===== src/rtl/seven_segment_scanner.sv =====
// Multiplexed seven-segment scanner: double-buffered hex value with leading-zero blanking.
// Each digit slot starts with one blank cycle; the display buffer only updates at frame boundaries.
module seven_segment_scanner #(
  parameter int unsigned w_digit      = 6,
  parameter int unsigned dwell_cycles = 50000,
  parameter int unsigned blank_zeros  = 1
) (
  input  logic                 i_clk,
  input  logic                 i_rst_n,
  input  logic [4*w_digit-1:0] i_number,
  input  logic [w_digit-1:0]   i_dots,
  input  logic                 i_in_valid,
  output logic [7:0]           o_abcdefgh,
  output logic [w_digit-1:0]   o_digit,
  output logic                 o_frame_done
);

  localparam int unsigned IdxW = $clog2(w_digit);
  localparam int unsigned CntW = $clog2(dwell_cycles);
  localparam logic [IdxW-1:0] IdxLast = IdxW'(w_digit - 1);
  localparam logic [CntW-1:0] CntLast = CntW'(dwell_cycles - 1);

  function automatic logic [7:0] seg_encode(input logic [3:0] nib);
    logic [7:0] seg;
    unique case (nib)
      4'h0: seg = 8'hFC;
      4'h1: seg = 8'h60;
      4'h2: seg = 8'hDA;
      4'h3: seg = 8'hF2;
      4'h4: seg = 8'h66;
      4'h5: seg = 8'hB6;
      4'h6: seg = 8'hBE;
      4'h7: seg = 8'hE0;
      4'h8: seg = 8'hFE;
      4'h9: seg = 8'hF6;
      4'hA: seg = 8'hEE;
      4'hB: seg = 8'h3E;
      4'hC: seg = 8'h9C;
      4'hD: seg = 8'h7A;
      4'hE: seg = 8'h9E;
      4'hF: seg = 8'h8E;
      default: seg = 8'h00;
    endcase
    return seg;
  endfunction

  logic [4*w_digit-1:0] r_shadow_num;
  logic [w_digit-1:0]   r_shadow_dots;
  logic [4*w_digit-1:0] r_disp_num;
  logic [w_digit-1:0]   r_disp_dots;
  logic [IdxW-1:0]      r_idx;
  logic [CntW-1:0]      r_cnt;
  logic [7:0]           r_abcdefgh;
  logic [w_digit-1:0]   r_digit;
  logic                 r_frame_done;

  logic                 w_cnt_wrap;
  logic                 w_frame_end;
  logic [CntW-1:0]      w_cnt_d;
  logic [IdxW-1:0]      w_idx_d;
  logic [w_digit-1:0]   w_zero_above;
  logic [w_digit-1:0]   w_onehot;
  logic [3:0]           w_nib;
  logic                 w_dot;
  logic                 w_suppress;
  logic [7:0]           w_enc;
  logic [7:0]           w_seg_d;

  always_comb begin
    w_cnt_wrap  = (r_cnt == CntLast);
    w_frame_end = w_cnt_wrap && (r_idx == IdxLast);
    w_cnt_d     = w_cnt_wrap ? '0 : r_cnt + CntW'(1);
    if (!w_cnt_wrap) begin
      w_idx_d = r_idx;
    end else if (r_idx == IdxLast) begin
      w_idx_d = '0;
    end else begin
      w_idx_d = r_idx + IdxW'(1);
    end
  end

  // Bit i set when nibble i and every more-significant nibble are zero.
  always_comb begin
    w_zero_above = '0;
    for (int i = 0; i < w_digit; i++) begin
      w_zero_above[i] = ~|(r_disp_num >> (4 * i));
    end
  end

  always_comb begin
    w_nib      = '0;
    w_dot      = 1'b0;
    w_onehot   = '0;
    w_suppress = 1'b0;
    for (int i = 0; i < w_digit; i++) begin
      if (r_idx == IdxW'(i)) begin
        w_nib       = r_disp_num[4*i +: 4];
        w_dot       = r_disp_dots[i];
        w_onehot[i] = 1'b1;
        w_suppress  = (blank_zeros != 0) && (i != 0) && w_zero_above[i];
      end
    end
    w_enc   = seg_encode(w_nib);
    // The dot follows its request even on a suppressed digit.
    w_seg_d = w_suppress ? {7'b0, w_dot} : {w_enc[7:1], w_dot};
  end

  always_ff @(posedge i_clk or negedge i_rst_n) begin
    if (!i_rst_n) begin
      r_shadow_num  <= '0;
      r_shadow_dots <= '0;
      r_disp_num    <= '0;
      r_disp_dots   <= '0;
      r_idx         <= '0;
      r_cnt         <= '0;
      r_abcdefgh    <= '0;
      r_digit       <= '0;
      r_frame_done  <= 1'b0;
    end else begin
      r_cnt <= w_cnt_d;
      r_idx <= w_idx_d;
      if (i_in_valid) begin
        r_shadow_num  <= i_number;
        r_shadow_dots <= i_dots;
      end
      // A strobe in the boundary cycle bypasses the shadow so it is not lost for a frame.
      if (w_frame_end) begin
        r_disp_num  <= i_in_valid ? i_number : r_shadow_num;
        r_disp_dots <= i_in_valid ? i_dots : r_shadow_dots;
      end
      r_frame_done <= w_frame_end;
      if (r_cnt == '0) begin
        r_digit    <= '0;
        r_abcdefgh <= '0;
      end else begin
        r_digit    <= w_onehot;
        r_abcdefgh <= w_seg_d;
      end
    end
  end

  assign o_abcdefgh   = r_abcdefgh;
  assign o_digit      = r_digit;
  assign o_frame_done = r_frame_done;

endmodule


===== config.mk =====
export PLATFORM = sky130hd
export DESIGN_NAME = seven_segment_scanner
export DESIGN_NICKNAME = d
export VERILOG_FILES = /design/src/rtl/seven_segment_scanner.sv
export SDC_FILE = /design/constraint.sdc
export NUM_CORES = 1
export LEC_CHECK = 0
export CAP_MARGIN = 15
export CORE_ASPECT_RATIO = 0.7
export CORE_MARGIN = 2
export CORE_UTILIZATION = 30
export DETAILED_ROUTE_END_ITERATION = 8
export GPL_ROUTABILITY_DRIVEN = 0
export HOLD_SLACK_MARGIN = 0.06
export PLACE_DENSITY_LB_ADDON = 0.1
export SETUP_SLACK_MARGIN = 0.02
export SLEW_MARGIN = 20
export SYNTH_ARGS = -nofsm -noshare
export SYNTH_HDL_FRONTEND = slang
export SYNTH_SLANG_ARGS = --single-unit

===== constraint.sdc =====
create_clock -name i_clk -period 3.33 [get_ports i_clk]
set_input_delay 0.4995 -clock i_clk [delete_from_list [all_inputs] [get_ports i_clk]]
set_output_delay 0.4995 -clock i_clk [all_outputs]
set_load 0.01 [all_outputs]

[Word-level counts from Yosys, hierarchy flattened]
Memory sizes are Yosys's and may differ from the RTL's.
Cells that the tools add are included.
Widths: inputs -> output; s select.
Storage, ports and cells
  bits in registers: 94
  bits in read-only memories: 112
  output and inout port bits: 15
  logic and storage cells: 61
  memories kept: 1
Memories
  (no name shown): depth 16, width 7, rd ports 1, clocked after Yosys merged registers in 0, write ports 0, line 25  | unique case (nib)
Cells by class
  add/subtract/negate cells: 2
  eq/ne operators: 6
  muxes and demuxes: 30
  reduce and logical (&&, ||, !) cells: 13
Operators with widths (number)
  $mux 24: 1
  $mux 4: 6
  $reduce_or 20->1: 1
  $mux 1: 17
  $add 16x1->16 const B: 1
  $eq 16x16->1 const B: 1
  $logic_not 16->1: 1
  $mux 16: 1
  $mux 8: 2
  $reduce_or 16->1: 1
  $mux 6: 2
  $reduce_or 12->1: 1
  $reduce_or 8->1: 1
  $eq 3x2->1 const B: 2
  $eq 3x3->1 const B: 2
  $logic_not 1->1: 5
  $reduce_or 4->1: 1
  $add 3x1->3 const B: 1
  $eq 3x1->1 const B: 1
  $logic_not 3->1: 1
  $mux 3: 1
  $logic_and 1x1->1: 1

[Logic depth before layout (Yosys ltp)]
Gate-level depths: netlist (run 1).
An unclocked memory read counts as a cell.
  word-level depth: 10
  gate-level depth with buffers: 13
  gate-level depth less buffers: 10

[Least setup slack after synthesis (run 1)]
OpenSTA, ideal clock, no wires.
  path kind: register -> register
  from: register r_idx[0]
  to: register r_abcdefgh[7] (netlist: o_abcdefgh[7])
  library setup time: 0.077 ns
  data arrival time: 2.982 ns
  required time: 3.253 ns
  slack: 0.271 ns
  stages on the path, launching flop included: 13
  buffers on the path: 3
  cells stage by stage: dfrtp_1 buf_2 clkbuf_1 and2_1 ha_1 clkbuf_1 nand2b_1 a31oi_1 inv_1 ha_1 or3_1 o21a_1 a21oi_1
On the way
  word-level cells in the longest chain between the ends: 10
  elaborated cells on any way between the ends: 20
  those cells by class: eq/ne (5); mux (13); reduce/logical (1); memory (1)
RTL lines
  start, declared: line 51  | logic [IdxW-1:0] r_idx;
  start signal, assigned: line 121  | r_idx <= w_idx_d;
  $logic_not 3->1: line 96  | if (r_idx == IdxW'(i)) begin
  $mux 4 (6 in series): line 96
  $mem_v2 16x7
  $mux 8 *: line 105  | w_seg_d = w_suppress ? {7'b0, w_dot} : {w_enc[7:1], w_dot};
  $mux 8 *: line 132  | if (r_cnt == '0) begin
  end signal, assigned: line 137  | r_abcdefgh <= w_seg_d;
  end, declared: line 53  | logic [7:0] r_abcdefgh;
Every way passes the cells marked *; elsewhere a longest branch is shown, timed or not.
A chain may end at the register's enable or synchronous reset.

[Final worst setup path (run 1)]
  from: register r_idx[2]
  to: register r_abcdefgh[3] (netlist: o_abcdefgh[3])
The elaborated chain is that of the path after synthesis.

==> results of run 1 <==
==> path summary, 6_finish.rpt <==
kind | slack [ps] | to | depth (start not counted) | startpoint
hold / removal | 230 | r_shadow_dots[2]$_DFF_PN0_ | 1 | i_rst_n
hold reg to reg | 500 | r_shadow_num[12]$_DFF_PN0_ | 1 | r_shadow_num[12]$_DFF_PN0_
max in group asynchronous | 2300 | r_disp_dots[1]$_DFFE_PN0P_ | 2 | i_rst_n
min in group i_clk | 500 | r_shadow_num[12]$_DFF_PN0_ | 1 | r_shadow_num[12]$_DFF_PN0_
setup reg to reg | 540 | o_abcdefgh[3]$_DFF_PN0_ | 8 | r_idx[2]$_DFFE_PN0N_
setup / recovery | 540 | o_abcdefgh[3]$_DFF_PN0_ | 8 | r_idx[2]$_DFFE_PN0N_
==> kinds of logic after synthesis <==
group           count (synthesis)  share of synthesized area, %
compound gates                 41                          5.82
simple gates                   87                          10.7
mux                            74                          20.7
buf+inv                        25                          2.65
xor+xnor                       14                          2.85
flops                          94                          54.7
fa+ha+maj                       9                          2.62
==> final cells by class <==
type	instances	area, um^2	share of cell area, %
well taps	190	238	4.46
multi-input cells	225	1840	34.5
clock inverters	5	81.3	1.53
flip-flops and latches	94	2350	44.2
inverters	12	45.0	0.846
repair buffers	54	520	9.77
clock buffers	11	253	4.75
==> through the flow <==
stage / area (um^2) / worst slack (ps) / hold slack, ps / utilization [%]
final: 5330 / 543 / 227 / 38.1
after floorplan: 4300 / 271 / 204 / -
after CTS: 5330 / 590 / 259 / 38.1
after detailed placement: 4990 / 596 / 488 / 35.8
after global placement: 4990 / 666 / 481 / 35.8
after global routing: 5330 / 242 / 284 / 38.1
==> metal layers <==
layer	global-route usage (%)	vias to the layer above	wire, um
li1	-	1326	-
met1	20.1	1299	5040
met2	17.5	59	3670
met3	3.95	8	451
met4	3.09	0	97
met5	0	-	0
==> power groups by stage <==
| stage | combinational (mW) | sequential [mW] | clock, mW |
|---|---|---|---|
| final | 0.216 | 1.23 | 1.14 |
| after detailed placement | 0.221 | 1.25 | 0 |
| after global routing | 0.241 | 1.23 | 1.22 |
| after CTS | 0.222 | 1.23 | 1.17 |
| after global placement | 0.220 | 1.25 | 0 |
| after floorplan | 0.109 | 1.25 | 0 |
==> layout by cell type, fill, tap and decap left out, types with 5 or more instances in the layout <==
| cell | n |
|---|---|
| o21ai_0 | 12 |
| a21oi_1 | 6 |
| dfrtp_1 | 94 |
| nor2_1 | 23 |
| ha_1 | 9 |
| clkbuf_16 | 9 |
| inv_1 | 12 |
| mux2_4 | 20 |
| buf_4 | 8 |
| mux2i_1 | 14 |
| nor3_1 | 7 |
| clkdlybuf4s50_1 | 46 |
| mux2_2 | 40 |
| xnor2_1 | 8 |
| a31oi_1 | 5 |
| nor4_1 | 7 |
| nand2b_1 | 5 |
| nand3_1 | 9 |
| nand2_1 | 18 |
| xor2_1 | 6 |
==> worst max-delay path, stage by stage, from the launching register on <==
cell	delay, ps
dfrtp_1	530
inv_1	170
ha_1	400
nor2_1	200
a21oi_1	110
a31oi_1	620
nand2_1	280
o22ai_1	220
a311oi_1	90
==> sequential cells by signal, indices dropped and copies added (netlist names) <==
name and flops:
r_shadow_dots 6, o_frame_done 1, r_shadow_num 24, r_disp_num 24
o_abcdefgh 8, r_cnt 16, o_digit 6, r_disp_dots 6
r_idx 3
==> results by group, run 1 <==
Outcome
  • Outcome: complete, no violations

Global routing
  • GRT Resource Usage Total: 13.0%
  • Overflow after GRT: 0
  • Largest net degree at the start of global routing: 56
  • First-pass GRT wire length: 15600 um
  • Initial antenna violation count: 0
  • Vias in the first global route: 2817

Yosys
  • Synth Cell Area: 4300 um^2
  • Area share of the leading cell type in the synthesized netlist: 54.7%
  • Most used DFF post-synth: dfrtp_1
  • Distinct cells, synth: 40
  • Most frequent cell after synthesis: dfrtp_1
  • Post-synth EDFFs: 0
  • Yosys warns: 0
  • Synthesized flop and latch total: 94
  • Largest area contributor in the netlist: dfrtp_1
  • Synth area leaders: dfrtp_1 (55%), mux2_2 (10%), mux2_4 (7.0%)
  • Syn Nets: 386
  • Ys async rst share: 100%
  • Cells after synthesis: 344
  • Post-synthesis sequential area ratio: 54.7%
  • Synth top cells by count: dfrtp_1 (94), mux2_2 (40), nor2_1 (23), mux2_4 (20), nand2_1 (18)
  • Synth Area per Inst: 12.5 um^2

CTS
  • Num CTS Buffers: 9
  • Post-CTS sizing: 0
  • Clock transition at path regs: 60 ps
  • Post-CTS setup buffer count: 0
  • CTS tree: built
  • CTS HTree Levels: 3
  • CTS root buffer: clkbuf_16
  • CTS Hold Buffers Added: 0
  • CTS sink count: 94
  • Clock buffer depth: 2
  • Skew-Pair Late Insertion Delay: 340 ps

Route
  • Detailed-route DRC error count: 0
  • Vias: 2692
  • Number of routed nets with antenna violations: 0
  • Drt pass-1 iters: 4
  • Vias per inst: 4.55
  • Post-Route WL: 9260 um
  • DRT iter0 DRCs: 120
  • WL/cell: 15.7 um

Timing
  • Final count of hold timing violations: 0
  • Setup_tns: 0 ps
  • Worst rel slew slack: 48.4%
  • Final-report max-slew violation count: 0
  • Setup-failing EPs final: 0
  • Period utilization: 83.7%
  • Min cycle time layout: 2790 ps
  • Worst clock skew: 11.5 ps
  • RSZ-0062 raised after global routing: no
  • Slew of the pin with the lowest slew margin: 770 ps
  • Max Freq: 359 MHz

Critical path
  • Arr. time, crit path: 2970 ps
  • Data required, critical path: 3520 ps
  • Critical path class: reg -> reg
  • Critical path endpoint category: flop
  • Setup crit start kind: flop
  • Crit-path max FO: 15

Layout
  • Number of fill cells in the layout: 1360
  • Area delta synth->final: 23.8%
  • Fraction of final layout cells sized beyond drive strength 1: 22.7%
  • Inserted Diodes: 0
  • Count of non-filler cells in the finished layout: 591
  • Nets: 438

Die
  • Die Ht: 104 um
  • Starting Density: 30.8%
  • IO Pins: 48
  • Die Wd: 147 um
  • Core footprint: 14000 um^2
  • Die ar.: 15300 um^2
  • Row count: 36

Power and ir drop
  • Total power: 2.59 mW
  • Gate power share: 8.4%
  • Net switching power: 0.561 mW
  • Leak: 2.31 nW
  • Clk pwr share: 44.2%
  • Pint: 2.02 mW
  • Power Dens Cells: 485 nW/um^2
  • Peak supply drop: 0.225 mV
  • Switching Share: 21.7%
  • Flop pwr share: 47.5%

Place
  • Input/output buffers: 47
  • Post-detail-place hpwl: 6410 um
  • Inst Count DP: 575

Min path
  • Worst min path class: in -> async

Flow run
  • # Max-Cap Violations: 0
Note: power is estimated with default switching activity, not from simulation.
==> run 2, diff against run 1 <==
==> constraint.sdc (replaced) <==
create_clock -name i_clk -period 2.4 [get_ports i_clk]
set_input_delay 0.36 -clock i_clk [delete_from_list [all_inputs] [get_ports i_clk]]
set_output_delay 0.36 -clock i_clk [all_outputs]
set_load 0.01 [all_outputs]
==> results by group, run 2 (same netlist as run 1, synthesis figures left out) <==
Timing
  • Period utilization: 92.9% (was 83.7%)
  • Slew of the pin with the lowest slew margin: 563 ps (was 770 ps)
  • Max Freq: 449 MHz (was 359 MHz)
  • Final count of hold timing violations: 0 (unchanged)
  • Slack of the critical path: 171 ps (was 543 ps)
  • Setup-failing EPs final: 0 (unchanged)
  • Final-report max-slew violation count: 0 (unchanged)
  • Worst rel slew slack: 62.3% (was 48.4%)
  • Worst clock skew: 4.57 ps (was 11.5 ps)
  • Min cycle time layout: 2230 ps (was 2790 ps)
  • RSZ-0062 raised after global routing: no (unchanged)

Critical path
  • Critical path depth: 9 (was 8)
  • Crit-path max FO: 13 (was 15)
  • CP Launch Point: r_idx[0]$_DFFE_PN0N_ (was r_idx[2]$_DFFE_PN0N_)
  • Worst Path Buf+Inv: 0 (was 1)
  • Critical path endpoint category: flop (unchanged)
  • Slowest-stage cell, CP: dfrtp_1 (was a31oi_1)
  • Setup crit end: o_abcdefgh[7]$_DFF_PN0_ (was o_abcdefgh[3]$_DFF_PN0_)
  • R2R cell count: 9 (was 8)
  • Data required, critical path: 2660 ps (was 3520 ps)
  • Cell mode on critical path: a21oi_1
  • Arr. time, crit path: 2480 ps (was 2970 ps)
  • Critical path class: reg -> reg (unchanged)
  • Reg2reg start: r_idx[0]$_DFFE_PN0N_ (was r_idx[2]$_DFFE_PN0N_)
  • FF-to-FF setup slack: 170 ps (was 540 ps)
  • Crit-path cells: and2_4, ha_4, a21oi_1, o21ai_0, a31o_2, ha_2, or3_1, o21a_1, a21oi_1 (was inv_1, ha_1, nor2_1, a21oi_1, a31oi_1, nand2_1, o22ai_1, a311oi_1)
  • Crit path max-delay family: compound AO/OA/AOI/OAI gates (unchanged)
  • Reg2reg end: o_abcdefgh[7]$_DFF_PN0_ (was o_abcdefgh[3]$_DFF_PN0_)
  • CP peak stage delay: 430 ps (was 620 ps)
  • Setup crit start kind: flop (unchanged)

Route
  • Vias: 2751 (was 2692)
  • Detailed-route DRC error count: 0 (unchanged)
  • Number of routed nets with antenna violations: 0 (unchanged)
  • Vias per inst: 4.59 (was 4.55)
  • WL/cell: 15.2 um (was 15.7 um)
  • Drt pass-1 iters: 4 (unchanged)
  • Post-Route WL: 9150 um (was 9260 um)
  • DRT iter0 DRCs: 139 (was 120)

Place
  • Placed Area: 5120 um^2 (was 4990 um^2)
  • Post-detail-place hpwl: 6490 um (was 6410 um)
  • Input/output buffers: 47 (unchanged)
  • Dpl ws: 204 ps (was 596 ps)

CTS
  • Num CTS Buffers: 9 (unchanged)
  • CTS sink count: 94 (unchanged)
  • Clock buffer depth: 2 (unchanged)
  • CTS tree: built (unchanged)
  • Clock transition at path regs: 60 ps (about the same)
  • CTS root buffer: clkbuf_16 (unchanged)
  • Skew-Pair Late Insertion Delay: 330 ps (was 340 ps)
  • CTS HTree Levels: 3 (unchanged)

Power and ir drop
  • Peak supply drop: 0.307 mV (was 0.225 mV)
  • Total power: 3.47 mW (was 2.59 mW)
  • Leak: 2.37 nW (was 2.31 nW)
  • Power Dens Cells: 637 nW/um^2 (was 485 nW/um^2)

Global routing
  • Overflow after GRT: 0 (unchanged)
  • Largest net degree at the start of global routing: 53 (was 56)
  • Global Route met3 Usage: 3.73% (was 3.95%)
  • GRT busiest layer: met1 (unchanged)
  • Met2 usage: 17.0% (was 17.5%)
  • First-pass GRT wire length: 15300 um (was 15600 um)
  • Vias in the first global route: 2809 (was 2817)
  • GRT Resource Usage Total: 12.6% (was 13.0%)
  • Initial antenna violation count: 0 (unchanged)
  • Met1 Usage GRT: 19.4% (was 20.1%)

Outcome
  • Outcome: complete, no violations (unchanged)

Layout
  • Nets: 448 (was 438)
  • Inserted Diodes: 0 (unchanged)
  • Commonest non-fill, non-tap cell in the layout: dfrtp_1 (unchanged)
  • Fin util: 39.0% (was 38.1%)
  • Top flop regs: r_disp_num: 24 flops, r_shadow_num: 24 flops, r_cnt: 16 flops (unchanged)
  • Most frequent cells in the layout: dfrtp_1 (94), clkdlybuf4s50_1 (46), mux2_2 (40) (unchanged)
  • Area delta synth->final: 26.5% (was 23.8%)
  • Design area: 5440 um^2 (was 5330 um^2)
  • Fraction of final layout cells sized beyond drive strength 1: 25.4% (was 22.7%)

Die
  • Core footprint: 14000 um^2 (unchanged)
  • Die Ht: 104 um (unchanged)
  • IO Pins: 48 (unchanged)
  • Starting Density: 30.8% (unchanged)
  • Die ar.: 15300 um^2 (unchanged)
  • Die Wd: 147 um (unchanged)
  • Row count: 36 (unchanged)

Flow run
  • # Max-Cap Violations: 0 (unchanged)

Min path
  • Worst min path class: reg -> reg (was in -> async)
[run 2: through the flow]
step | hold WS [ps] | instances | TNS [ps]
detailed placement | 395 | 583 | 0
global placement | 399 | 583 | 0
global route | 507 | 600 | 0
floorplan | 64.4 | 344 | -162
finish | 492 | 600 | 0
CTS | 496 | 599 | 0
[run 2: worst min path at each step]
stage	from	endpoint	slack (ps)	depth (start not counted)
3_3_place_gp	i_rst_n	r_shadow_dots[2]$_DFF_PN0_	400	1
3_5_place_dp	i_rst_n	r_shadow_dots[2]$_DFF_PN0_	400	1
4_1_cts	r_cnt[13]$_DFF_PN0_	r_cnt[13]$_DFF_PN0_	500	1
2_1_floorplan	i_rst_n	o_abcdefgh[0]$_DFF_PN0_	60	0
5_1_grt	r_cnt[13]$_DFF_PN0_	r_cnt[13]$_DFF_PN0_	510	1
6_report	r_cnt[13]$_DFF_PN0_	r_cnt[13]$_DFF_PN0_	490	1
[run 2: layer usage]
| metal | vias up | part of all wire (%) |
|---|---|---|
| met5 | - | 0 |
| li1 | 1350 | - |
| met4 | 0 | 0.89 |
| met2 | 58 | 41 |
| met3 | 7 | 4.5 |
| met1 | 1336 | 54 |
[run 2: where the power goes]
part           total (mW)  internal, mW  switching (mW)
Combinational       0.306         0.176           0.130
Sequential           1.70          1.67          0.0353
Clock                1.46         0.885           0.573
Total                3.47          2.73           0.738
[run 2: layout make-up]
class                      instances  area (um^2)
fill                            1327         8520
sequential                        94         2350
multi-input combinational        225         1860
timing repair buffer              64          636
clock buffer                      12          267
tap                              190          238
inverter                          12         45.0
clock inverter                     3         42.5
[run 2: timing repair]
| action | in CTS | in global routing |
|---|---|---|
| endpoints found under the setup margin | 0 | 2 |
| resized for setup | 0 | 0 |
| hold endpoints to repair | 42 | 0 |
| hold buffers | 1 | 0 |
| buffers inserted | 0 | 1 |
==> run 3, diff against run 2 <==
==> constraint.sdc (replaced) <==
create_clock -name i_clk -period 2.4 [get_ports i_clk]
set_input_delay 0.48 -clock i_clk [delete_from_list [all_inputs] [get_ports i_clk]]
set_output_delay 0.48 -clock i_clk [all_outputs]
set_load 0.01 [all_outputs]
==> results by group, run 3 (same netlist as run 1, synthesis figures left out) <==
Route
  • Vias: 2716 (was 2751)
  • Drt pass-1 iters: 4 (unchanged)
  • Vias per inst: 4.54 (was 4.59)
  • Post-Route WL: 9150 um (about the same)
  • Detailed-route DRC error count: 0 (unchanged)
  • DRT iter0 DRCs: 90 (was 139)
  • Number of routed nets with antenna violations: 0 (unchanged)
  • WL/cell: 15.3 um (was 15.2 um)

Power and ir drop
  • Flop pwr share: 49.0% (was 49.1%)
  • Total power: 3.48 mW (was 3.47 mW)
  • Clk pwr share: 42.2% (was 42.0%)
  • Gate power share: 8.8% (about the same)
  • Power Dens Cells: 640 nW/um^2 (was 637 nW/um^2)
  • Net switching power: 0.749 mW (was 0.738 mW)
  • Leak: 2.36 nW (was 2.37 nW)
  • Switching Share: 21.5% (was 21.3%)
  • Peak supply drop: 0.331 mV (was 0.307 mV)
  • Pint: 2.73 mW (about the same)

Die
  • Core footprint: 14000 um^2 (unchanged)
  • Die Ht: 104 um (unchanged)
  • Die ar.: 15300 um^2 (unchanged)
  • Row count: 36 (unchanged)
  • Die Wd: 147 um (unchanged)
  • Starting Density: 30.8% (unchanged)
  • IO Pins: 48 (unchanged)

CTS
  • Clock buffer depth: 2 (unchanged)
  • Num CTS Buffers: 9 (unchanged)
  • CTS Hold Buffers Added: 0 (was 1)
  • CTS HTree Levels: 3 (unchanged)
  • CTS root buffer: clkbuf_16 (unchanged)
  • CTS tree: built (unchanged)
  • Skew-Pair Late Insertion Delay: 340 ps (was 330 ps)
  • CTS sink count: 94 (unchanged)
  • Clock transition at path regs: 70 ps (was 60 ps)

Layout
  • Most frequent cells in the layout: dfrtp_1 (93), clkdlybuf4s50_1 (46), mux2_2 (40) (was dfrtp_1 (94), clkdlybuf4s50_1 (46), mux2_2 (40))
  • Commonest non-fill, non-tap cell in the layout: dfrtp_1 (unchanged)
  • Fin util: 39.0% (about the same)
  • Inserted Diodes: 0 (unchanged)
  • Top flop regs: r_disp_num: 24 flops, r_shadow_num: 24 flops, r_cnt: 16 flops (unchanged)
  • Area delta synth->final: 26.4% (was 26.5%)
  • Fraction of final layout cells sized beyond drive strength 1: 26.2% (was 25.4%)
  • Nets: 446 (was 448)

Critical path
  • Critical path class: reg -> reg (unchanged)
  • Crit-path max FO: 15 (was 13)
  • Setup crit start kind: flop (unchanged)
  • Data required, critical path: 2670 ps (was 2660 ps)
  • Critical path endpoint category: flop (unchanged)
  • Arr. time, crit path: 2500 ps (was 2480 ps)

Global routing
  • Vias in the first global route: 2890 (was 2809)
  • GRT Resource Usage Total: 12.9% (was 12.6%)
  • First-pass GRT wire length: 15500 um (was 15300 um)
  • Overflow after GRT: 0 (unchanged)
  • Largest net degree at the start of global routing: 44 (was 53)
  • Initial antenna violation count: 0 (unchanged)

Timing
  • Period utilization: 93.0% (was 92.9%)
  • Slew of the pin with the lowest slew margin: 465 ps (was 563 ps)
  • Worst clock skew: 9.51 ps (was 4.57 ps)
  • Min cycle time layout: 2230 ps (about the same)
  • Final count of hold timing violations: 0 (unchanged)
  • Worst rel slew slack: 68.8% (was 62.3%)
  • Final-report max-slew violation count: 0 (unchanged)
  • RSZ-0062 raised after global routing: no (unchanged)
  • Max Freq: 448 MHz (was 449 MHz)
  • Setup-failing EPs final: 0 (unchanged)

Flow run
  • # Max-Cap Violations: 0 (unchanged)

Place
  • Input/output buffers: 47 (unchanged)
  • Post-detail-place hpwl: 6530 um (was 6490 um)

Outcome
  • Outcome: complete, no violations (unchanged)

Min path
  • Worst min path class: in -> async (was reg -> reg)
run 3: layout make-up:
type,instances,area [um^2]
timing repair buffer,62,618
fill,1369,8520
multi-input combinational,225,1880
clock inverter,3,42.5
sequential,94,2350
tap,190,238
inverter,12,45.0
clock buffer,12,267
run 3: timing repair:
| item | 4_1_cts | 5_1_grt |
|---|---|---|
| gates resized for setup | 0 | 4 |
| setup endpoints to repair | 0 | 3 |
| setup buffers | 0 | 0 |
run 3: power groups by stage:
stage | sequential [mW] | clock (mW) | combinational [mW]
2_1_floorplan | 1.73 | 0 | 0.152
3_3_place_gp | 1.73 | 0 | 0.312
3_5_place_dp | 1.73 | 0 | 0.314
4_1_cts | 1.70 | 1.52 | 0.315
5_1_grt | 1.71 | 1.58 | 0.341
6_report | 1.70 | 1.47 | 0.307
run 3: path summary, 6_finish.rpt:
path	startpoint	cells after the start	slack (ps)	endpoint
min reg2reg	r_shadow_dots[4]$_DFF_PN0_	1	500	r_shadow_dots[4]$_DFF_PN0_
min in group i_clk	r_shadow_dots[4]$_DFF_PN0_	1	500	r_shadow_dots[4]$_DFF_PN0_
max reg2reg	r_idx[0]$_DFFE_PN0N_	9	170	o_abcdefgh[7]$_DFF_PN0_
max	r_idx[0]$_DFFE_PN0N_	9	170	o_abcdefgh[7]$_DFF_PN0_
min	i_rst_n	1	70	r_shadow_dots[1]$_DFF_PN0_
max in group asynchronous	i_rst_n	2	1690	r_shadow_num[17]$_DFF_PN0_
run 3: worst max-delay path, cell delays in order, from the launching register on:
cell and delay [ps]:
dfrtp_2 440, and2_4 180, ha_4 210, a21oi_1 110, o21ai_0 130, a31o_2 310, ha_2 220, or3_1 310
o21a_1 130, a21oi_2 120
run 3: metal layers:
| metal | track usage, % | vias up | part of all wire (%) |
|---|---|---|---|
| li1 | - | 1340 | - |
| met1 | 19.8 | 1321 | 55 |
| met2 | 17.4 | 47 | 40 |
| met3 | 3.90 | 8 | 4.0 |
| met4 | 3.50 | 0 | 1.1 |
| met5 | 0 | - | 0 |
run 3: metrics by stage:
stage	cells	cell area (um^2)	setup TNS, ps	setup slack (ps)	hold WS (ps)
CTS	598	5430	0	176	73.4
finish	598	5440	0	169	65.8
floorplan	344	4370	-162	-144	184
global route	598	5440	0	38.1	88.5
global placement	583	5120	0	195	441
detailed placement	583	5120	0	191	446
